===== src/rtl/rcvr_pkg.sv =====
// Shared constants and helpers for the serial frame receiver.
package rcvr_pkg;

    // Receiver FSM encoding, kept as plain constants for older tooling.
    localparam logic [0:0] ST_HUNT = 1'b0;
    localparam logic [0:0] ST_BODY = 1'b1;

    // Ceiling log2 for sizing counters and pointers; clog2(1) = 0.
    function automatic int clog2(input int value);
        int result;
        result = 0;
        for (int i = 0; i < 31; i++) begin
            if ((1 << i) < value) begin
                result = i + 1;
            end
        end
        return result;
    endfunction

endpackage


===== src/rtl/rcvr_fifo.sv =====
// Synchronous first-word-fall-through FIFO. A push on a full FIFO is
// accepted only when a pop happens in the same cycle; a pop on an empty
// FIFO is ignored. Occupancy is tracked separately from the pointers so
// full and empty stay distinct.
module rcvr_fifo
    import rcvr_pkg::*;
#(
    parameter int DW    = 8,
    parameter int DEPTH = 4
) (
    input  logic                  clock,
    input  logic                  reset,
    input  logic                  push,
    input  logic [DW-1:0]         push_data,
    input  logic                  pop,
    output logic [DW-1:0]         pop_data,
    output logic                  full,
    output logic                  empty,
    output logic [clog2(DEPTH):0] count
);

    localparam int PTR_W = clog2(DEPTH);
    localparam int CNT_W = PTR_W + 1;

    logic [DW-1:0]    mem [DEPTH];
    logic [PTR_W-1:0] wr_ptr;
    logic [PTR_W-1:0] rd_ptr;
    logic [CNT_W-1:0] cnt;
    logic             do_push;
    logic             do_pop;

    assign full     = (cnt == CNT_W'(DEPTH));
    assign empty    = (cnt == '0);
    assign do_pop   = pop && !empty;
    assign do_push  = push && (!full || do_pop);
    assign pop_data = mem[rd_ptr];
    assign count    = cnt;

    // Storage write; contents are don't-care until written, so no reset.
    always_ff @(posedge clock) begin
        if (do_push) begin
            mem[wr_ptr] <= push_data;
        end
    end

    // Pointer and occupancy bookkeeping; pointers wrap naturally.
    always_ff @(posedge clock) begin
        if (reset) begin
            wr_ptr <= '0;
            rd_ptr <= '0;
            cnt    <= '0;
        end else begin
            if (do_push) wr_ptr <= wr_ptr + 1'b1;
            if (do_pop)  rd_ptr <= rd_ptr + 1'b1;
            case ({do_push, do_pop})
                2'b10:   cnt <= cnt + 1'b1;
                2'b01:   cnt <= cnt - 1'b1;
                default: cnt <= cnt;
            endcase
        end
    end

endmodule


===== src/rtl/serial_frame_rcvr.sv =====
// Bit-serial frame receiver: hunts for a header pattern, captures a
// DATA_W-bit payload and queues it in an FWFT FIFO.
// Read handshake: rd_valid high means rd_data holds the head word; a cycle
// with rd_valid && rd_en pops it at the rising edge. rd_en with rd_valid
// low has no effect.
module serial_frame_rcvr
    import rcvr_pkg::*;
#(
    parameter int               HDR_W     = 8,
    parameter logic [HDR_W-1:0] HDR       = 8'hA5,
    parameter int               DATA_W    = 8,
    parameter int               DEPTH     = 4,
    parameter bit               MSB_FIRST = 1'b1
) (
    input  logic                  clock,
    input  logic                  reset,
    input  logic                  bit_en,
    input  logic                  data_in,
    input  logic                  rd_en,
    output logic [DATA_W-1:0]     rd_data,
    output logic                  rd_valid,
    output logic [clog2(DEPTH):0] count,
    output logic                  overrun,
    input  logic                  ovr_clr,
    output logic                  in_frame
);

    localparam int FILL_W = clog2(HDR_W + 1);
    localparam int BC_W   = clog2(DATA_W) + 1;
    localparam logic [FILL_W-1:0] FILL_MAX = FILL_W'(HDR_W);
    localparam logic [BC_W-1:0]   BIT_LAST = BC_W'(DATA_W - 1);

    logic [0:0]        state;
    logic [HDR_W-1:0]  hdr_sr;
    logic [HDR_W-1:0]  hdr_next;
    logic [FILL_W-1:0] fill;
    logic [BC_W-1:0]   bit_cnt;
    logic [DATA_W-1:0] payload;
    logic [DATA_W-1:0] word_next;
    logic              hdr_match;
    logic              last_bit;
    logic              push;
    logic              pop;
    logic              fifo_full;
    logic              fifo_empty;

    // Header window including the bit being sampled now; the fill guard
    // keeps stale or reset contents from producing a match.
    assign hdr_next  = HDR_W'({hdr_sr, data_in});
    assign hdr_match = (fill >= FILL_MAX - 1'b1) && (hdr_next == HDR);

    // Payload including the current bit, in the configured bit order.
    assign word_next = MSB_FIRST ? DATA_W'({payload, data_in})
                                 : DATA_W'({data_in, payload} >> 1);

    assign last_bit = bit_en && (state == ST_BODY) && (bit_cnt == BIT_LAST);
    assign push     = last_bit;
    assign pop      = rd_en && !fifo_empty;
    assign rd_valid = !fifo_empty;
    assign in_frame = (state == ST_BODY);

    // Frame FSM with header hunt, fill count and payload bit counter.
    always_ff @(posedge clock) begin
        if (reset) begin
            state   <= ST_HUNT;
            fill    <= '0;
            bit_cnt <= '0;
        end else if (bit_en) begin
            if (state == ST_HUNT) begin
                if (hdr_match) begin
                    state   <= ST_BODY;
                    bit_cnt <= '0;
                    fill    <= '0;
                end else if (fill < FILL_MAX) begin
                    fill <= fill + 1'b1;
                end
            end else begin
                if (last_bit) begin
                    state <= ST_HUNT;
                    fill  <= '0;
                end
                bit_cnt <= bit_cnt + 1'b1;
            end
        end
    end

    // Shift registers carry no control meaning, so they are not reset.
    always_ff @(posedge clock) begin
        if (bit_en) begin
            if (state == ST_HUNT) begin
                hdr_sr <= hdr_next;
            end else begin
                payload <= word_next;
            end
        end
    end

    // Sticky overrun: a drop sets it and wins over a same-cycle clear.
    always_ff @(posedge clock) begin
        if (reset) begin
            overrun <= 1'b0;
        end else if (push && fifo_full && !pop) begin
            overrun <= 1'b1;
        end else if (ovr_clr) begin
            overrun <= 1'b0;
        end
    end

    rcvr_fifo #(
        .DW    (DATA_W),
        .DEPTH (DEPTH)
    ) u_fifo (
        .clock     (clock),
        .reset     (reset),
        .push      (push),
        .push_data (word_next),
        .pop       (pop),
        .pop_data  (rd_data),
        .full      (fifo_full),
        .empty     (fifo_empty),
        .count     (count)
    );

endmodule


===== config.mk =====
export PLATFORM = sky130hd
export DESIGN_NAME = serial_frame_rcvr
export DESIGN_NICKNAME = d
export VERILOG_FILES = /design/src/rtl/rcvr_pkg.sv /design/src/rtl/rcvr_fifo.sv /design/src/rtl/serial_frame_rcvr.sv
export SDC_FILE = /design/constraint.sdc
export NUM_CORES = 1
export LEC_CHECK = 0
export CORE_MARGIN = 5
export CORE_UTILIZATION = 30
export DETAILED_ROUTE_END_ITERATION = 7
export GPL_TIMING_DRIVEN = 0
export SETUP_SLACK_MARGIN = 0.2
export SLEW_MARGIN = 20
export SYNTH_ARGS = -nofsm -noshare
export SYNTH_HDL_FRONTEND = slang
export SYNTH_HIERARCHICAL = 1
export SYNTH_SLANG_ARGS = --single-unit

===== constraint.sdc =====
create_clock -name clock -period 4.6 [get_ports clock]
set_input_delay 0.69 -clock clock [delete_from_list [all_inputs] [get_ports clock]]
set_output_delay 0.69 -clock clock [all_outputs]
set_load 0.005 [all_outputs]

==> flow_summary.json, run 1 <==
{
  "status": "finished clean",
  "clock_skew_ns": 0.00895,
  "cts_hold_buf": 0,
  "setup-tns-final_ns": 0,
  "cp-start-kind": "input port",
  "finalInstanceArea_sq_mm": 0.00316,
  "wl_mm": 4.33,
  "pwr-share-seq_pct": 57.0,
  "setup_ws_ns": 1.66,
  "combPwrFrac_pct": 1.6,
  "grt_pass1_vias": 1455,
  "worstPathMaxFanout": 7,
  "synth_cell_types": 44,
  "numCtsBuffers": 9,
  "ys_top_cells_by_area": "edfxtp_1, dfxtp_1, mux4_2",
  "start_util_pct": 30.6,
  "clockBufferDepth": 2,
  "ys.flop_type": "edfxtp_1",
  "power_density_mw_per_mm2": 349,
  "synthMostInstantiatedCell": "edfxtp_1",
  "setup-violations-final": 0,
  "clkTransAtPathRegs_ns": 0.07,
  "min_path_cells": 0,
  "ys_seq_elements": 65,
  "leakage_uw": 0.00105,
  "syn_area_sq_mm": 0.00265,
  "critical-path-max-stage-delay_ns": 0.57,
  "post-cts-setup-buffer-count": 0,
  "dpl_cell_area_sq_mm": 0.00297,
  "dp_slack_ns": 1.30,
  "drc": 0,
  "syn_nets": 196,
  "yosys-top-cells-count": "edfxtp_1, dfxtp_1, inv_1",
  "drtIter0Drc": 59,
  "gp_congestion": 0.752,
  "diodes": 0,
  "cts_resized": 0,
  "postSynthCellCount": 182,
  "synth_edf_count": 46,
  "clock_tree.root_cell": "clkbuf_8",
  "power.share.switching_pct": 19.9,
  "p_int_uw": 883,
  "synth_xor_area_share_pct": 0.991,
  "max_slew_margin_pct": 62.6,
  "max_freq_ghz": 0.340,
  "cp.arrival_ns": 3.21,
  "rows": 34,
  "async_reset_ff_share_pct": 0,
  "first_pass_iters": 4,
  "die_h_um": 104,
  "ys_seq_area_share_pct": 66.4,
  "grt_setup_unrepaired": "no",
  "synth_compound_area_share_pct": 7.88,
  "tightest_slew_ns": 0.561,
  "ff2ff_path_depth": 11,
  "crit_type": "in2reg",
  "crit_path_frequent_cell": "inv_1",
  "finalPower_uw": 1100,
  "clk_latency_ns": 0.33,
  "cpLargestDelayFamily": "simple AND/OR/NAND/NOR gates",
  "track_usage_pct": 8.69,
  "core-area_sq_mm": 0.00868,
  "clock_sinks": 65,
  "syn_to_final_growth_pct": 19.0,
  "antenna_found_initial": 0,
  "yosysTopAreaCell": "edfxtp_1",
  "timing.final.crit_share_pct": 64.0,
  "overflow": 0,
  "grt_max_degree": 13,
  "max_cap_viol_count": 0,
  "wl_per_cell_um": 13.4,
  "cts_tree": "yes",
  "slew_violations": 0,
  "vias_per_cell": 4.58,
  "grt_pass1_wl_mm": 7.25,
  "crit_required_ns": 4.87,
  "cp_cell_sequence": "clkdlybuf4s50_1, nand2_1, nor2_1, a21boi_2, inv_1, ha_1, inv_1, fa_1, xor2_1, or3_2, a21oi_1",
  "cts.htree.levels": 3,
  "critPathBufInv": 3,
  "min_period_ns": 2.94,
  "via_count": 1485,
  "min-delay-path-class": "reg2reg",
  "drtAntennaViolNets": 0,
  "nets": 225,
  "endpoint_kind": "flip-flop",
  "synthAdderAreaFrac_pct": 4.06,
  "yosys-mux-area-fraction_pct": 7.74,
  "die_w_um": 104,
  "power_switching_uw": 220,
  "crit_slowest_cell": "clkdlybuf4s50_1",
  "pwr-share-clk_pct": 41.4,
  "final_layout_size_suffix_gt1_share_pct": 15.7,
  "synthSimpleGateAreaFrac_pct": 10.0,
  "hold_violations": 0,
  "yosys.area.top_type_share_pct": 52.1,
  "vdd.ir_drop.worst_v": 0.000202,
  "synth_warnings": 6,
  "port_buffers": 18,
  "path_depth": 11,
  "synth_top_family_by_area": "simple AND/OR/NAND/NOR gates",
  "die_area_sq_mm": 0.0108,
  "hpwl_mm": 2.95,
  "ios": 20,
  "syn_area_per_cell_sq_um": 14.6
}
flip-flops by register name (all words and copies together) (netlist names), named ones only:
name and count:
overrun 1, u_fifo/wr_ptr 2, payload 7, u_fifo/mem 32, bit_cnt 4, u_fifo/rd_ptr 2
in_frame 1, hdr_sr 7, u_fifo/count 3, fill 4
path summary, 6_finish.rpt:
| kind | startpoint | endpoint | slack, ns |
|---|---|---|---|
| worst max-delay path | bit_en | u_fifo/count[2] | 1.66 |
| worst max register to register | u_fifo/count[1] | u_fifo/count[2] | 1.97 |
| worst min-delay path | hdr_sr[0] | hdr_sr[1] | 0.45 |
| worst min register to register | hdr_sr[0] | hdr_sr[1] | 0.45 |
layer usage:
metal | vias to the layer above | global-route usage, % | wire, um | part of all wire [%]
met5 | - | 0 | 0 | 0
met4 | 0 | 3.61 | 79 | 1.8
met3 | 9 | 4.97 | 289 | 6.7
met2 | 32 | 12.2 | 1890 | 44
met1 | 707 | 10.9 | 2080 | 48
li1 | 737 | - | - | -
power groups by stage:
stage	registers, uW	clock network (uW)	logic, uW
floorplan	640	0	10.7
global placement	641	0	17.7
detailed placement	641	0	17.8
finish	629	457	17.8
CTS	628	474	17.9
global route	629	511	20.1
area by class of cell:
type / instances / area (sq um)
clock buffer: 11 / 131
tap: 108 / 135
fill: 844 / 5520
timing repair buffer: 18 / 180
inverter: 16 / 60.1
buffer: 4 / 16.3
multi-input combinational: 97 / 815
sequential: 65 / 1760
clock inverter: 5 / 57.6
stage by stage:
| stage | std cells | utilization (%) | hold WS (ns) |
|---|---|---|---|
| 3_5_place_dp | 308 | 34.2 | 0.431 |
| 5_1_grt | 324 | 36.4 | 0.465 |
| 3_3_place_gp | 308 | 34.2 | 0.423 |
| 6_report | 324 | 36.4 | 0.446 |
| 2_1_floorplan | 182 | - | 0.418 |
| 4_1_cts | 324 | 36.4 | 0.447 |
kinds of logic after synthesis:
| family | count (synthesis) |
|---|---|
| compound gates | 31 |
| mux | 10 |
| xor+xnor | 3 |
| buf+inv | 20 |
| fa+ha+maj | 8 |
| simple gates | 45 |
| flops | 65 |
placed cells by master, fill, tap and decap left out, types with 4 or more instances in the layout:
master and n:
a21oi_1 10, and2_2 4, clkbuf_1 4, clkbuf_8 9, clkdlybuf4s50_1 18, dfxtp_1 19, edfxtp_1 46, ha_1 7
inv_1 16, mux4_2 8, nand2_1 6, nor2_1 13, nor3_1 4, o21ai_0 7
(Power assumes the default switching activity.)
==> run 2: changes to the inputs <==
Clock period 4.6 ns to 2.65 ns, I/O delays scaled along.
==> flow_summary.json, run 2 (synthesis results as in run 1) <==
{
  "status": "finished clean",
  "vias_per_cell": 4.63,
  "drc": 0,
  "crit_type": "in2reg",
  "rows": 34,
  "clock_skew_ns": 0.0113,
  "clock_tree.root_cell": "clkbuf_8",
  "grt_pass1_wl_mm": 7.29,
  "max_slew_margin_pct": 71.4,
  "gp_congestion": 0.752,
  "crit_slowest_cell": "clkdlybuf4s50_1",
  "setup-violations-final": 0,
  "hold_violations": 0,
  "core-area_sq_mm": 0.00868,
  "track_usage_pct": 8.74,
  "dpl_cell_area_sq_mm": 0.00297,
  "port_buffers": 18,
  "num-fill-cells": 841,
  "min-delay-path-class": "in2reg",
  "start_util_pct": 30.6,
  "placed_cells": 308,
  "grt_max_degree": 13,
  "first_pass_iters": 4,
  "wl_mm": 4.43,
  "seq_area_sq_mm": 0.00176,
  "min_period_ns": 2.38,
  "die_area_sq_mm": 0.0108,
  "hold-worst-slack_ns": 0.430,
  "grt_setup_unrepaired": "yes",
  "ios": 20,
  "crit_path_frequent_cell": "inv_1",
  "largest_register_ffs": 32,
  "critical-path-max-stage-delay_ns": 0.51,
  "nets": 227,
  "hpwl_mm": 2.95,
  "syn_to_final_growth_pct": 21.1,
  "fin_util_pct": 37.0,
  "clockBufferDepth": 2,
  "drtAntennaViolNets": 0,
  "die_w_um": 104,
  "clock_sinks": 65,
  "ff2ff_path_depth": 11,
  "timing.final.crit_share_pct": 89.8,
  "cp_cell_sequence": "clkdlybuf4s50_1, nand2_2, nor2_4, a21boi_4, inv_1, ha_1, inv_1, fa_1, xor2_1, or3_2, a21oi_1",
  "power_density_mw_per_mm2": 597,
  "final_layout_size_suffix_gt1_share_pct": 20.2,
  "overflow": 0,
  "max_cap_viol_count": 0,
  "vdd.ir_drop.worst_v": 0.000350,
  "wl_per_cell_um": 13.6,
  "top_register": "u_fifo/mem",
  "top_regs": "u_fifo/mem (32), hdr_sr (7), payload (7)",
  "stdcell_count": 326,
  "antenna_found_initial": 0,
  "die_h_um": 104,
  "clk_latency_ns": 0.34,
  "leakage_uw": 0.00107,
  "min_path_cells": 2,
  "worstPathMaxFanout": 6,
  "cts_tree": "yes",
  "finalInstanceArea_sq_mm": 0.00321,
  "layout_common_cells": "edfxtp_1, clkdlybuf4s50_1, dfxtp_1",
  "slew_violations": 0,
  "diodes": 0,
  "crit_required_ns": 2.92,
  "via_count": 1510,
  "multi_input_area_sq_um": 848,
  "cts.htree.levels": 3,
  "max_freq_ghz": 0.420,
  "cp-start-kind": "input port",
  "cp.arrival_ns": 2.65,
  "endpoint_kind": "flip-flop",
  "drtIter0Drc": 54,
  "tightest_slew_ns": 0.429,
  "finalPower_uw": 1920,
  "final_common_cell": "edfxtp_1",
  "grt_pass1_vias": 1471,
  "clkTransAtPathRegs_ns": 0.07,
  "numCtsBuffers": 9
}
run 2: cell count changes in the layout (fill, tap and decap cells not counted), sizes merged:
cell / previous run / this run
clkbuf: 13 / 15
run 2: where the power goes:
part | switching (uW) | internal, uW | total (uW)
clock network | 362 | 433 | 795
logic | 16.7 | 14.2 | 30.9
registers | 4.91 | 1090 | 1090
total | 384 | 1530 | 1920
run 2: final timing paths:
check,slack [ns],start,endpoint
min,0.43,reset,u_fifo/count[0]
max,0.27,bit_en,u_fifo/count[2]
min reg2reg,0.45,hdr_sr[0],hdr_sr[1]
max reg2reg,0.30,bit_cnt[0],u_fifo/count[2]
run 2: routing by layer:
metal | vias to the layer above | track usage [%] | share of wire, %
met4 | 0 | 3.61 | 1.8
met5 | - | 0 | 0
li1 | 740 | - | -
met2 | 39 | 12.3 | 44
met1 | 722 | 11.0 | 47
met3 | 9 | 4.97 | 7.2
run 2: through the flow:
stage	setup WS, ns	setup TNS (ns)
2_1_floorplan	0.335	0
3_3_place_gp	-0.336	-0.520
3_5_place_dp	-0.358	-0.546
4_1_cts	0.206	0
5_1_grt	0.162	0
6_report	0.269	0
run 2: area by class of cell:
type / count / share of cell area (%)
tap: 108 / 4.21
clock inverter: 5 / 1.79
sequential: 65 / 54.9
clock buffer: 11 / 4.09
multi-input combinational: 97 / 26.4
buffer: 4 / 0.623
timing repair buffer: 20 / 6.08
inverter: 16 / 1.87
run 2: what timing repair did:
item | in CTS | in global routing
hold buffers | 0 | 0
endpoints found under the setup margin | 2 | 5
setup buffers | 1 | 1
gates resized for setup | 3 | 9
run 2: critical path: cells and delay by family:
kind,cells,cell delay (ns)
AND/OR/NAND/NOR,3,0.63
adder cells (fa/ha/maj),2,0.55
XOR/XNOR,1,0.16
buffers and inverters,3,0.63
AO/OA/AOI/OAI,2,0.28
